===== config.mk =====
export PLATFORM = sky130hd
export DESIGN_NAME = flag_ctx_stack
export DESIGN_NICKNAME = d
export VERILOG_FILES = /design/src/rtl/flag_ctx_stack.sv
export SDC_FILE = /design/constraint.sdc
export NUM_CORES = 1
export LEC_CHECK = 0
export ABC_AREA = 0
export CAP_MARGIN = 25
export CELL_PAD_IN_SITES_DETAIL_PLACEMENT = 1
export CELL_PAD_IN_SITES_GLOBAL_PLACEMENT = 1
export CORE_UTILIZATION = 39
export CTS_CLUSTER_DIAMETER = 200
export CTS_CLUSTER_SIZE = 14
export DETAILED_ROUTE_END_ITERATION = 8
export GPL_TIMING_DRIVEN = 0
export PLACE_DENSITY = 0.87
export SETUP_SLACK_MARGIN = 0.5
export SLEW_MARGIN = 20
export SYNTH_ARGS = -nofsm -noshare
export SYNTH_HDL_FRONTEND = slang
export SYNTH_SLANG_ARGS = --single-unit

===== constraint.sdc =====
create_clock -name clk -period 3.9 [get_ports clk]
set_clock_uncertainty 0.15 [all_clocks]
set_input_delay 0.39 -clock clk [delete_from_list [all_inputs] [get_ports clk]]
set_output_delay 0.39 -clock clk [all_outputs]
set_load 0.01 [all_outputs]

===== src/rtl/flag_ctx_stack.sv =====
// flag_ctx_stack: architectural GT/EQ flag register with an internal LIFO
// context stack that saves and restores flags across nested interrupts.
// flags_fwd is the combinational next value, used as a zero-cycle forwarding
// path to the branch unit. flags_out is the registered copy.
module flag_ctx_stack #(
  parameter int               FLAG_W  = 2,
  parameter int               DEPTH   = 4,
  parameter int               OPC_W   = 5,
  parameter logic [OPC_W-1:0] CMP_OPC = 5'b00101
) (
  input  logic                         clk,
  input  logic                         rst_n,
  input  logic                         stall,
  input  logic                         valid,
  input  logic [OPC_W-1:0]             opcode,
  input  logic [FLAG_W-1:0]            flags_in,
  input  logic                         irq_entry,
  input  logic                         iret,
  input  logic                         err_clr,
  output logic [FLAG_W-1:0]            flags_out,
  output logic                         gt_flag,
  output logic                         eq_flag,
  output logic [FLAG_W-1:0]            flags_fwd,
  output logic [$clog2(DEPTH+1)-1:0]   depth,
  output logic                         stack_full,
  output logic                         stack_empty,
  output logic                         ovf_err,
  output logic                         unf_err
);

  localparam int DW = $clog2(DEPTH + 1);
  localparam int AW = (DEPTH > 1) ? $clog2(DEPTH) : 1;

  logic [FLAG_W-1:0] flags_q, flags_d;
  logic [DW-1:0]     depth_q, depth_d;
  logic              ovf_q, ovf_d;
  logic              unf_q, unf_d;
  logic [FLAG_W-1:0] stack_q [DEPTH];

  logic              emptyNow;
  logic              fullNow;
  logic              cmpHit;
  logic              doPush;
  logic              doPop;
  logic              pushWrite;
  logic              clrErr;
  logic [AW-1:0]     wrIdx;
  logic [AW-1:0]     topIdx;
  logic [FLAG_W-1:0] topEntry;

  assign emptyNow  = (depth_q == '0);
  assign fullNow   = (depth_q == DW'(DEPTH));
  assign cmpHit    = valid & (opcode == CMP_OPC) & ~stall;
  // irq_entry together with iret is a tail-chain: pop then re-push of the
  // same entry, so the stack and depth stay as they are.
  assign doPush    = irq_entry & ~iret & ~stall;
  assign doPop     = iret & ~irq_entry & ~stall;
  assign pushWrite = doPush & ~fullNow;
  assign clrErr    = err_clr & ~stall;

  // The stack is indexed directly by depth; the top entry lives one below.
  // topIdx is only meaningful while the stack is non-empty.
  assign wrIdx    = depth_q[AW-1:0];
  assign topIdx   = wrIdx - AW'(1);
  assign topEntry = stack_q[topIdx];

  // Next flag value: a return restores the saved context and overrides any
  // CMP committing in the same cycle; a return on an empty stack holds.
  always_comb begin
    flags_d = flags_q;
    if (!stall) begin
      if (iret) begin
        if (!emptyNow) begin
          flags_d = topEntry;
        end
      end else if (cmpHit) begin
        flags_d = flags_in;
      end
    end
  end

  // Occupancy saturates: a push while full and a pop while empty leave it alone.
  always_comb begin
    depth_d = depth_q;
    if (doPush && !fullNow) begin
      depth_d = depth_q + DW'(1);
    end else if (doPop && !emptyNow) begin
      depth_d = depth_q - DW'(1);
    end
  end

  // Sticky errors: a new error in the same cycle as err_clr keeps the bit set.
  assign ovf_d = (doPush & fullNow) | (ovf_q & ~clrErr);
  assign unf_d = (iret & ~stall & emptyNow) | (unf_q & ~clrErr);

  // Flag, occupancy and error registers.
  always_ff @(posedge clk or negedge rst_n) begin
    if (!rst_n) begin
      flags_q <= '0;
      depth_q <= '0;
      ovf_q   <= 1'b0;
      unf_q   <= 1'b0;
    end else begin
      flags_q <= flags_d;
      depth_q <= depth_d;
      ovf_q   <= ovf_d;
      unf_q   <= unf_d;
    end
  end

  // Context stack storage; a push saves the post-CMP value so the handler and
  // the saved context agree.
  always_ff @(posedge clk or negedge rst_n) begin
    if (!rst_n) begin
      for (int i = 0; i < DEPTH; i++) begin
        stack_q[i] <= '0;
      end
    end else if (pushWrite) begin
      stack_q[wrIdx] <= flags_d;
    end
  end

  assign flags_out   = flags_q;
  assign gt_flag     = flags_q[1];
  assign eq_flag     = flags_q[0];
  assign flags_fwd   = flags_d;
  assign depth       = depth_q;
  assign stack_full  = fullNow;
  assign stack_empty = emptyNow;
  assign ovf_err     = ovf_q;
  assign unf_err     = unf_q;

endmodule

# Word level (Yosys, flattened, before mapping)
# Index checks and enable logic that the tools add are counted.
[totals]
regBits = 15
input_bits = 14
word_cells = 57
[op_classes]
n_addsub = 3
order_cmp = 3
n_eq_ne = 2
n_mux = 12
n_bitwise = 22
reduce_logical = 7
[ops]
columns = ["operator", "n"]
rows = [
  ["two-way mux 2 bit", 7],
  ["AND 1 bit", 13],
  ["bitwise mux 8 bit", 1],
  [">= comparator 3 bit, second input constant", 2],
  ["two-way mux 3 bit", 2],
  ["inverter 2 -> 3 bit", 2],
  ["== test 5 x 3 -> 1 bit, second input constant", 1],
  ["inverter 1 bit", 5],
  ["binary-select mux 2 bit (select 2 bit)", 1],
  ["demux 2 bit (select 2 bit)", 1],
  ["adder 3 x 1 -> 3 bit, second input constant", 1],
  ["== test 3 bit, second input constant", 1],
  ["logical AND 1 bit", 3],
  ["zero test 3 bit", 1],
  ["< comparator 3 x 1 -> 1 bit, second input constant", 1],
  ["subtractor 3 x 1 -> 3 bit, second input constant", 1],
  ["zero test 1 bit", 2],
  ["bitwise OR 1 bit", 2],
  ["nonzero test 2 bit", 1],
  ["subtractor 2 x 1 -> 2 bit, second input constant", 1],
]

# Logic depth before layout (Yosys ltp)
[depth]
ltp_word = 9
ltp_mapped = 9

# Worst setup path before layout
# No wires, ideal clock.
[synth_timing]
path_kind = "reg-to-reg"
start = "register depth_q[0], in the netlist depth[0]"
end = "register depth_q[2], in the netlist depth[2]"
arrival_ns = 2.279
required_ns = 3.685
setup_slack_ns = 1.405
stages_incl_launch_ff = 10
path_buffers = 1
synth_period_minus_slack_ns = 2.495
path_cell_list = "dfrtp_1 -> inv_1 -> ha_1 -> clkbuf_2 -> a21oi_1 -> nand2_1 -> fa_1 -> nor4b_1 -> a21o_1 -> a22o_1"
[synth_between]
elab_chain_len = 4
[synth_rtl]
columns = ["item", "line", "source"]
rows = [
  ["start: declaration", "35", "logic [DW-1:0] depth_q, depth_d;"],
  ["start signal: assignment", "105", "depth_q <= depth_d;"],
  ["parallel branches: the longest is 4 deep, another holds subtractor 3 x 1 -> 3 bit", "--", ""],
]
# Several ways; the timed one is not identified. The select of a mux whose other input is x is not followed.
# A chain may end at the register's enable or synchronous reset.

# Final worst setup path
[layout_timing]
start = "register depth_q[0], in the netlist depth[0]"
end = "output flags_fwd[1]"
[layout_between]
elab_chain_len = 8
[layout_rtl]
columns = ["item", "line", "source"]
rows = [
  ["subtractor 2 x 1 -> 2 bit", "64", "assign topIdx = wrIdx - AW'(1);"],
  ["inverter 2 -> 3 bit (not written as such)", "65", "assign topEntry = stack_q[topIdx];"],
  ["binary-select mux 2 bit (select 2 bit)", "65", ""],
  ["two-way mux 2 bit (not written as such) (2 in series)", "65", ""],
  ["two-way mux 2 bit *", "73", "if (!emptyNow) begin"],
  ["two-way mux 2 bit *", "72", "if (iret) begin"],
  ["two-way mux 2 bit *", "71", "if (!stall) begin"],
  ["end: declaration", "23", "output logic [FLAG_W-1:0] flags_fwd,"],
]
# Mark *: on every way between the ends. The rest lies on a longest branch, timed or not. The select of a mux whose other input is x is not followed.

==> reports/summary.txt <==
floorplan core area = 2520 um2
Tmin final = 3.13 ns
Clock transition at path regs = 0.08 ns
relative slew slack = 0.526
leakage power = 0.550 nW
DRT antenna net count = 0
final setup fails = 0
max-slew violation count = 0
total CTS buffers = 3
clk sinks = 15
Die Wd = 54.3 um
startpoint types = flop
min-delay worst type = in -> reg
final hold vios = 0
Layout area overhead = 29.7%
number of global-route vias before repair = 943
r2r endpoint = depth[2]
setup_tns = 0 ns
switch share = 0.386
sequential area share after synthesis = 0.353
Crit. End Element = primary output
Critical Path RT = 3.36 ns
Netlist Area Pre-Place = 1060 um2
Worst EP arrival = 2.59 ns
syn nets = 117
Syn Inst Count = 98
R2R setup slack = 1.15 ns
WP buf/inv = 4
number of fill cells = 297
Critical Path Stages = 8
most used routing layer = met2
unrepaired setup endpoints after global routing = no
outcome = finished, final reports clean
routed vias = 887
initial antenna violation count = 0
Pint = 0.552 mW
vias per std cell = 5.69
met3 GRT Util = 0.0472
clk buf depth = 2
Cell variety after synth = 37
Logic pwr share = 0.576
DRT Wirelength = 2720 um
first-pass GRT wire length = 4490 um
top_reg_cell synth = dfrtp_1
CP cell instances = inv_1 > ha_1 > clkbuf_2 > nand2b_1 > inv_1 > nor3_1 > nor4_2 > clkdlybuf4s50_1
root buf cell = clkbuf_4
VDD IR max = 0.000369 V
global route total overflow = 0
critical path's slowest cell = clkdlybuf4s50_1
crit-path most repeated cell = inv_1
crit path to = flags_fwd[1]
Switch Pwr = 0.347 mW
chip height = 54.3 um
Post-synth EDFFs = 0
Area after DPL = 1340 um2
origin of the worst setup path = depth[0]
DIE AREA = 2940 um2
DR WL/cell = 17.4 um
met2 Resource Use GR = 0.374
CP Max Fanout = 9
GP Congestion = 0.773
ant diodes = 0
design area = 1380 um2
final critical-path share of the clock period = 0.803
hpwl dp = 2150 um
Seq. cell area = 375 um2
Syn Area/Cell = 10.9 um2
max cap viols = 0
Starting Density = 0.422
Clock Power Share = 0.099
CP max stage delay = 0.60 ns
critical path class = reg -> out
CTS tree = yes
Site Rows = 18
largest net degree at the start of global routing = 16
Final #Nets = 146
synth warn = 0
Power Density = 651 nW/um2
FF-to-FF Start = depth[0]
htree depth = 1
DRC = 0
multi-input combinational cell area = 618 um2
FF-to-FF path depth = 9
later-pin clock latency in the skew report = 0.28 ns
Worst Tran Pin Value = 0.709 ns
ys async rst share = 1.00
GRT Total Usage = 0.214
sequential power share = 0.325
DRT iter0 DRCs = 3
f_max = 319 MHz
Crit path max-delay family = buffers and inverters
Synth Register Bits = 15
hold-fix buffers at CTS = 0
I/O pin cnt = 27
share of cells above drive strength 1 = 0.198
TritonRoute pass-1 iters = 4
port bufs = 24
GRT met1 Usage = 0.263
-- placed cells by master, fill, tap and decap left out, types with 2 or more instances in the layout --
cell / Yosys / routed
o31ai_1: 12 / 12
o21ai_0: 6 / 6
inv_1: 6 / 6
nor4_4: 2 / 2
buf_4: 3 / 3
clkbuf_4: 0 / 3
nor3b_1: 2 / 2
ha_1: 4 / 4
a22o_1: 2 / 2
buf_6: 3 / 3
clkdlybuf4s50_1: 0 / 24
mux4_2: 2 / 2
nor4_2: 0 / 2
a21o_1: 2 / 2
nand2b_1: 4 / 4
nor2b_1: 2 / 2
nand3_1: 3 / 3
nor3_1: 2 / 2
a211oi_2: 2 / 2
nand2_1: 3 / 3
xnor2_1: 2 / 2
a21oi_1: 3 / 3
dfrtp_1: 15 / 15
-- registers in the layout, summed over array words and instances, names as in the netlist --
register	flops
unf_err	1
flags_out	2
depth	3
stack_q	8
ovf_err	1
-- cell usage after synthesis (2+ instances only) --
cell	instances	area (um2)
nor4_1	2	12.5
nor4_4	2	42.5
nor2b_1	2	12.5
a21oi_1	3	15.0
o21ai_0	6	30.0
nor3_1	2	10.0
buf_6	3	33.8
mux4_2	2	45.0
nor3b_1	2	15.0
nand3_1	3	15.0
nand2b_1	4	25.0
a22o_1	2	17.5
buf_4	3	22.5
inv_1	6	22.5
a21o_1	2	15.0
nand2_1	3	11.3
xnor2_1	2	17.5
o31ai_1	12	90.1
a211oi_2	2	25.0
dfrtp_1	15	375
ha_1	4	50.1
-- power groups by stage --
stage | combinational (mW) | sequential [mW] | clock, mW
floorplan | 0.294 | 0.295 | 0
global placement | 0.490 | 0.293 | 0
detailed placement | 0.513 | 0.296 | 0
CTS | 0.514 | 0.293 | 0.0929
global route | 0.571 | 0.306 | 0.0960
finish | 0.518 | 0.292 | 0.0887
-- cells by family (layout without fill, tap and decap cells) --
kind of cell               Yosys count  count (layout)  share of synthesized area
and+or+nand+nor                     31              31                      0.229
buffers and inverters               13              41                     0.0787
muxes                                3               3                     0.0529
DFF                                 15              15                      0.353
xor gates and xnor gates             2               2                     0.0165
AOI/OAI and AO/OA                   29              29                      0.204
adders and majority gates            5               5                     0.0658
-- routing by layer --
metal | up-vias | share of wire
met2 | 25 | 0.51
li1 | 424 | -
met1 | 436 | 0.43
met5 | - | 0
met3 | 2 | 0.053
met4 | 0 | 0.0048
-- worst reg2reg max path: stages, from the launching register on --
cell	delay [ns]
dfrtp_1	0.54
inv_1	0.15
ha_1	0.22
clkbuf_2	0.18
a21oi_1	0.33
nand2_1	0.12
fa_1	0.46
nor4b_1	0.30
a21o_1	0.12
a22o_1	0.13
-- how the worst min path moves through the flow --
stage	startpoint	to	cells after the start	slack, ns
after floorplan	rst_n	depth[0]	0	-0.06
after global placement	unf_err	unf_err	2	0.32
after detailed placement	stack_q[5]	stack_q[5]	2	0.34
after CTS	stall	depth[0]	3	0.27
after global routing	stall	depth[0]	3	0.29
final	stall	depth[0]	3	0.27
-- final cells by class --
| cell class | instances | area share |
|---|---|---|
| sequential | 15 | 0.272 |
| timing repair buffer | 24 | 0.174 |
| tap | 30 | 0.0272 |
| buffer | 7 | 0.0444 |
| multi-input combinational | 70 | 0.447 |
| inverter | 6 | 0.0163 |
| clock buffer | 4 | 0.0190 |
-- through the flow --
stage,power [mW],hold slack (ns),cells,utilization,worst slack [ns]
global route,0.973,0.288,156,0.548,0.558
CTS,0.900,0.265,156,0.543,0.684
finish,0.899,0.273,156,0.548,0.769
floorplan,0.589,-0.0556,98,-,1.41
detailed placement,0.808,0.338,152,0.532,0.988
global placement,0.783,0.322,152,0.532,1.06
-- timing repair --
| item | CTS | global route |
|---|---|---|
| gates resized for setup | 0 | 2 |
| buffers inserted | 0 | 0 |
| endpoints found under the setup margin | 0 | 2 |
Note: power is estimated with default switching activity, not from simulation.
==> edit 1, RTL diff (config.mk and constraints unchanged) <==
`OPC_W`: 5 -> 4.
--- a/src/rtl/flag_ctx_stack.sv
+++ b/src/rtl/flag_ctx_stack.sv
@@ -5,7 +5,7 @@
 module flag_ctx_stack #(
   parameter int               FLAG_W  = 2,
   parameter int               DEPTH   = 4,
-  parameter int               OPC_W   = 5,
+  parameter int               OPC_W   = 4,
   parameter logic [OPC_W-1:0] CMP_OPC = 5'b00101
 ) (
   input  logic                         clk,
Interface: changed (resized opcode); port bits go from 27 to 26. No check against the original RTL was run, so the function may have changed too.
==> edit 1 against the original RTL <==
- sequential cell count is the same
- via count shrank 1.7%
- non-clock buffer count shrank 2
- maximum frequency grew 1.2%
- design area shrank 10%
- setup slack gained 36 ps
- die area shrank 11%
- critical path depth is the same
- area after synthesis shrank 11%
- total power shrank 3.9%
- count of clock-buffer cells in the layout is the same
- sequential power grew 3%
- wire length grew 2.7%
- critical endpoint is now depth[2]$_DFFE_PN0P_
- highest routed layer unchanged
==> edit 1: results (changes against the original RTL) <==
Outcome: finished, final reports clean
R2R depth: 8 (-1)
Vias per std cell: 6.10 (+7.2%)
Met1 Wirelength: 1100 um (-5.6%)
Area occupied by multi-input gates: 513 um^2 (-17%)
DIE WIDTH: 51.3 um (-5.5%)
Post-DP Area: 0.00121 mm^2 (-9.7%)
Slew HR: 51.0% (-1.6 points)
Initial DRC count: 25 (+22)
Met1 usage: 28.4% (+2.1 points)
RePlAce Congestion: 0.776 (+0.39%)
Fill cells: 255 (-14%)
Number of multi-input logic gates: 62 (-11%)
Global-route wire length before repair: 4490 um (+0.13%)
Arr. time, crit path: 3180 ps (+590 ps)
Worst hold stages: 2 (-1)
R2r setup slk: 810 ps (-340 ps)
CP max stage delay: 630 ps (+30 ps)
Post-Synth Adder-Cell Area: 7.40% (+0.82 points)
Hold endpoint: depth[2]$_DFFE_PN0P_
Compound-Gate Fraction of Synth Area: 20.2% (-0.24 points)
Cell variety after synth: 36 (-2.7%)
Met3 usage: 5.36% (+0.63 points)
Avg WL per Cell: 19.5 um (+12%)
Total track usage: 23.5% (+2.1 points)
Commonest cells in the netlist: 16 x a31oi_1, 15 x dfrtp_1, 5 x inv_1
DP Worst Slack: 741 ps (-246 ps)
Top post-synthesis cells by area: dfrtp_1 40%, a31oi_1 11%, ha_1 5.3%
Sequential cell count: 15 (unchanged)
Port bufs: 23 (-4.2%)
Layout cells sized above 1: 12.2% (-7.7 points)
VDD IR max: 0.365 mV (-0.97%)
Comb pwr share: 54.1% (-3.5 points)
Placed insts: 139 (-8.6%)
Multiplexer area fraction after synthesis: 5.94% (+0.66 points)
Sequential share of power: 34.9% (+2.4 points)
[edit 1: worst max-delay path by stage]
stage	startpoint	slack, ps	cells after the start	to
2_1_floorplan	depth[0]$_DFFE_PN0P_	1210	8	depth[2]$_DFFE_PN0P_
3_3_place_gp	iret	810	9	depth[2]$_DFFE_PN0P_
3_5_place_dp	iret	740	9	depth[2]$_DFFE_PN0P_
4_1_cts	depth[0]$_DFFE_PN0P_	780	8	depth[2]$_DFFE_PN0P_
5_1_grt	depth[0]$_DFFE_PN0P_	560	8	depth[2]$_DFFE_PN0P_
6_report	depth[0]$_DFFE_PN0P_	810	8	depth[2]$_DFFE_PN0P_
[edit 1: cell families after synthesis]
group,count (synthesis)
AND/OR/NAND/NOR,22
adder cells (fa/ha/maj),5
flip-flops,15
multiplexers,3
XOR/XNOR,3
AO/OA/AOI/OAI,29
buffers and inverters,11
==> edit 2, RTL diff (config.mk and constraints unchanged) <==
Without the edit above. Register the input `irq_entry` before use, cleared by the reset. The logic sees it one clock later. The other inputs are not delayed to match.
--- a/src/rtl/flag_ctx_stack.sv
+++ b/src/rtl/flag_ctx_stack.sv
@@ -31,6 +31,16 @@
   localparam int DW = $clog2(DEPTH + 1);
   localparam int AW = (DEPTH > 1) ? $clog2(DEPTH) : 1;
 
+  logic irq_entry_q;
+
+  always_ff @(posedge clk or negedge rst_n) begin
+    if (!rst_n) begin
+      irq_entry_q <= '0;
+    end else begin
+      irq_entry_q <= irq_entry;
+    end
+  end
+
   logic [FLAG_W-1:0] flags_q, flags_d;
   logic [DW-1:0]     depth_q, depth_d;
   logic              ovf_q, ovf_d;
@@ -53,8 +63,8 @@
   assign cmpHit    = valid & (opcode == CMP_OPC) & ~stall;
   // irq_entry together with iret is a tail-chain: pop then re-push of the
   // same entry, so the stack and depth stay as they are.
-  assign doPush    = irq_entry & ~iret & ~stall;
-  assign doPop     = iret & ~irq_entry & ~stall;
+  assign doPush    = irq_entry_q & ~iret & ~stall;
+  assign doPop     = iret & ~irq_entry_q & ~stall;
   assign pushWrite = doPush & ~fullNow;
   assign clrErr    = err_clr & ~stall;
 
Check against the original RTL: not equivalent (Yosys sat finds a counterexample within 4 cycles, from zero or initial values and one cycle with rst_n low).
==> edit 2 against the original RTL <==
- count of clock-buffer cells in the layout fell by 1
- utilization up 0.26 points
- total power grew 1.8%
- design area increased by 2.3%
- setup slack lost 22 ps
- critical path depth unchanged
- critical endpoint unchanged
- area after synthesis grew 2.4%
- sequential cell count rose by 1
- wire length hardly changed
==> edit 2: results (changes against the original RTL) <==
Vias in the first global route: 951 (+0.85%)
Global-route wire length before repair: 4340 um (-3.2%)
R2r setup slk: 1070 ps (-80 ps)
Layout cells sized above 1: 19.7% (-0.16 points)
Avg WL per Cell: 17.3 um (-0.60%)
Final worst path period share: 80.8% (+0.55 points)
VDD IR max: 0.405 mV (+9.8%)
Post-DP Area: 0.00138 mm^2 (+2.6%)
Mapped Nets: 118 (+0.85%)
Clock-pin slew on the worst setup and hold paths: 100 ps (+20 ps)
Vias per std cell: 5.83 (+2.6%)
RePlAce Congestion: 0.775 (+0.25%)
Outcome: finished, final reports clean
Total clock sinks: 16 (+1)
CLK BUF: 3 (-1)
Clk tree area frac: 1.59% (-0.31 points)
Met1 usage: 24.7% (-1.5 points)
Worst Tran Pin Value: 745 ps (+36.1 ps)
Commonest cells in the netlist: 16 x dfrtp_1, 12 x o31ai_1, 6 x inv_1, 6 x o21ai_0
Layout Utilization: 55.0% (+0.26 points)
Met2 usage: 38.2% (+0.75 points)
Layout non-clock buf frac: 22.1% (+0.23 points)
Seq/Total Area, Yosys: 36.7% (+1.5 points)
Wire length on met3: 140 um (-3.4%)
Nets: 148 (+1.4%)
Met1 Wirelength: 1170 um (+0.17%)
Fill cells: 289 (-2.7%)
Overall via count from detail_route: 916 (+3.3%)
Buffers excl. clock: 32 (+3.2%)
[edit 2: cell types whose count changed after synthesis, sizes merged]
cell	change
dfrtp	+1
[edit 2: what timing repair did]
| action | in CTS | in global routing |
|---|---|---|
| resized for setup | 0 | 2 |
| buffers inserted | 0 | 0 |
| hold buffers | 0 | 0 |
| setup endpoints to repair | 0 | 2 |
[edit 2: kinds of logic (layout without fill, tap and decap cells)]
logic type	count (synthesis)	count (layout)	synth area share, %
multiplexers	3	3	5.17
buffers and inverters	13	41	7.69
flip-flops	16	16	36.7
AO/OA/AOI/OAI	29	29	20.0
XOR/XNOR	2	2	1.61
AND/OR/NAND/NOR	31	31	22.4
adder cells (fa/ha/maj)	5	5	6.43
[edit 2: report_power, final]
part	leakage (nW)	internal, mW	switching, mW	total (mW)
combinational	0.355	0.287	0.234	0.522
clock	0.0138	0.0358	0.0507	0.0865
sequential	0.195	0.238	0.0683	0.306
total	0.564	0.561	0.353	0.915
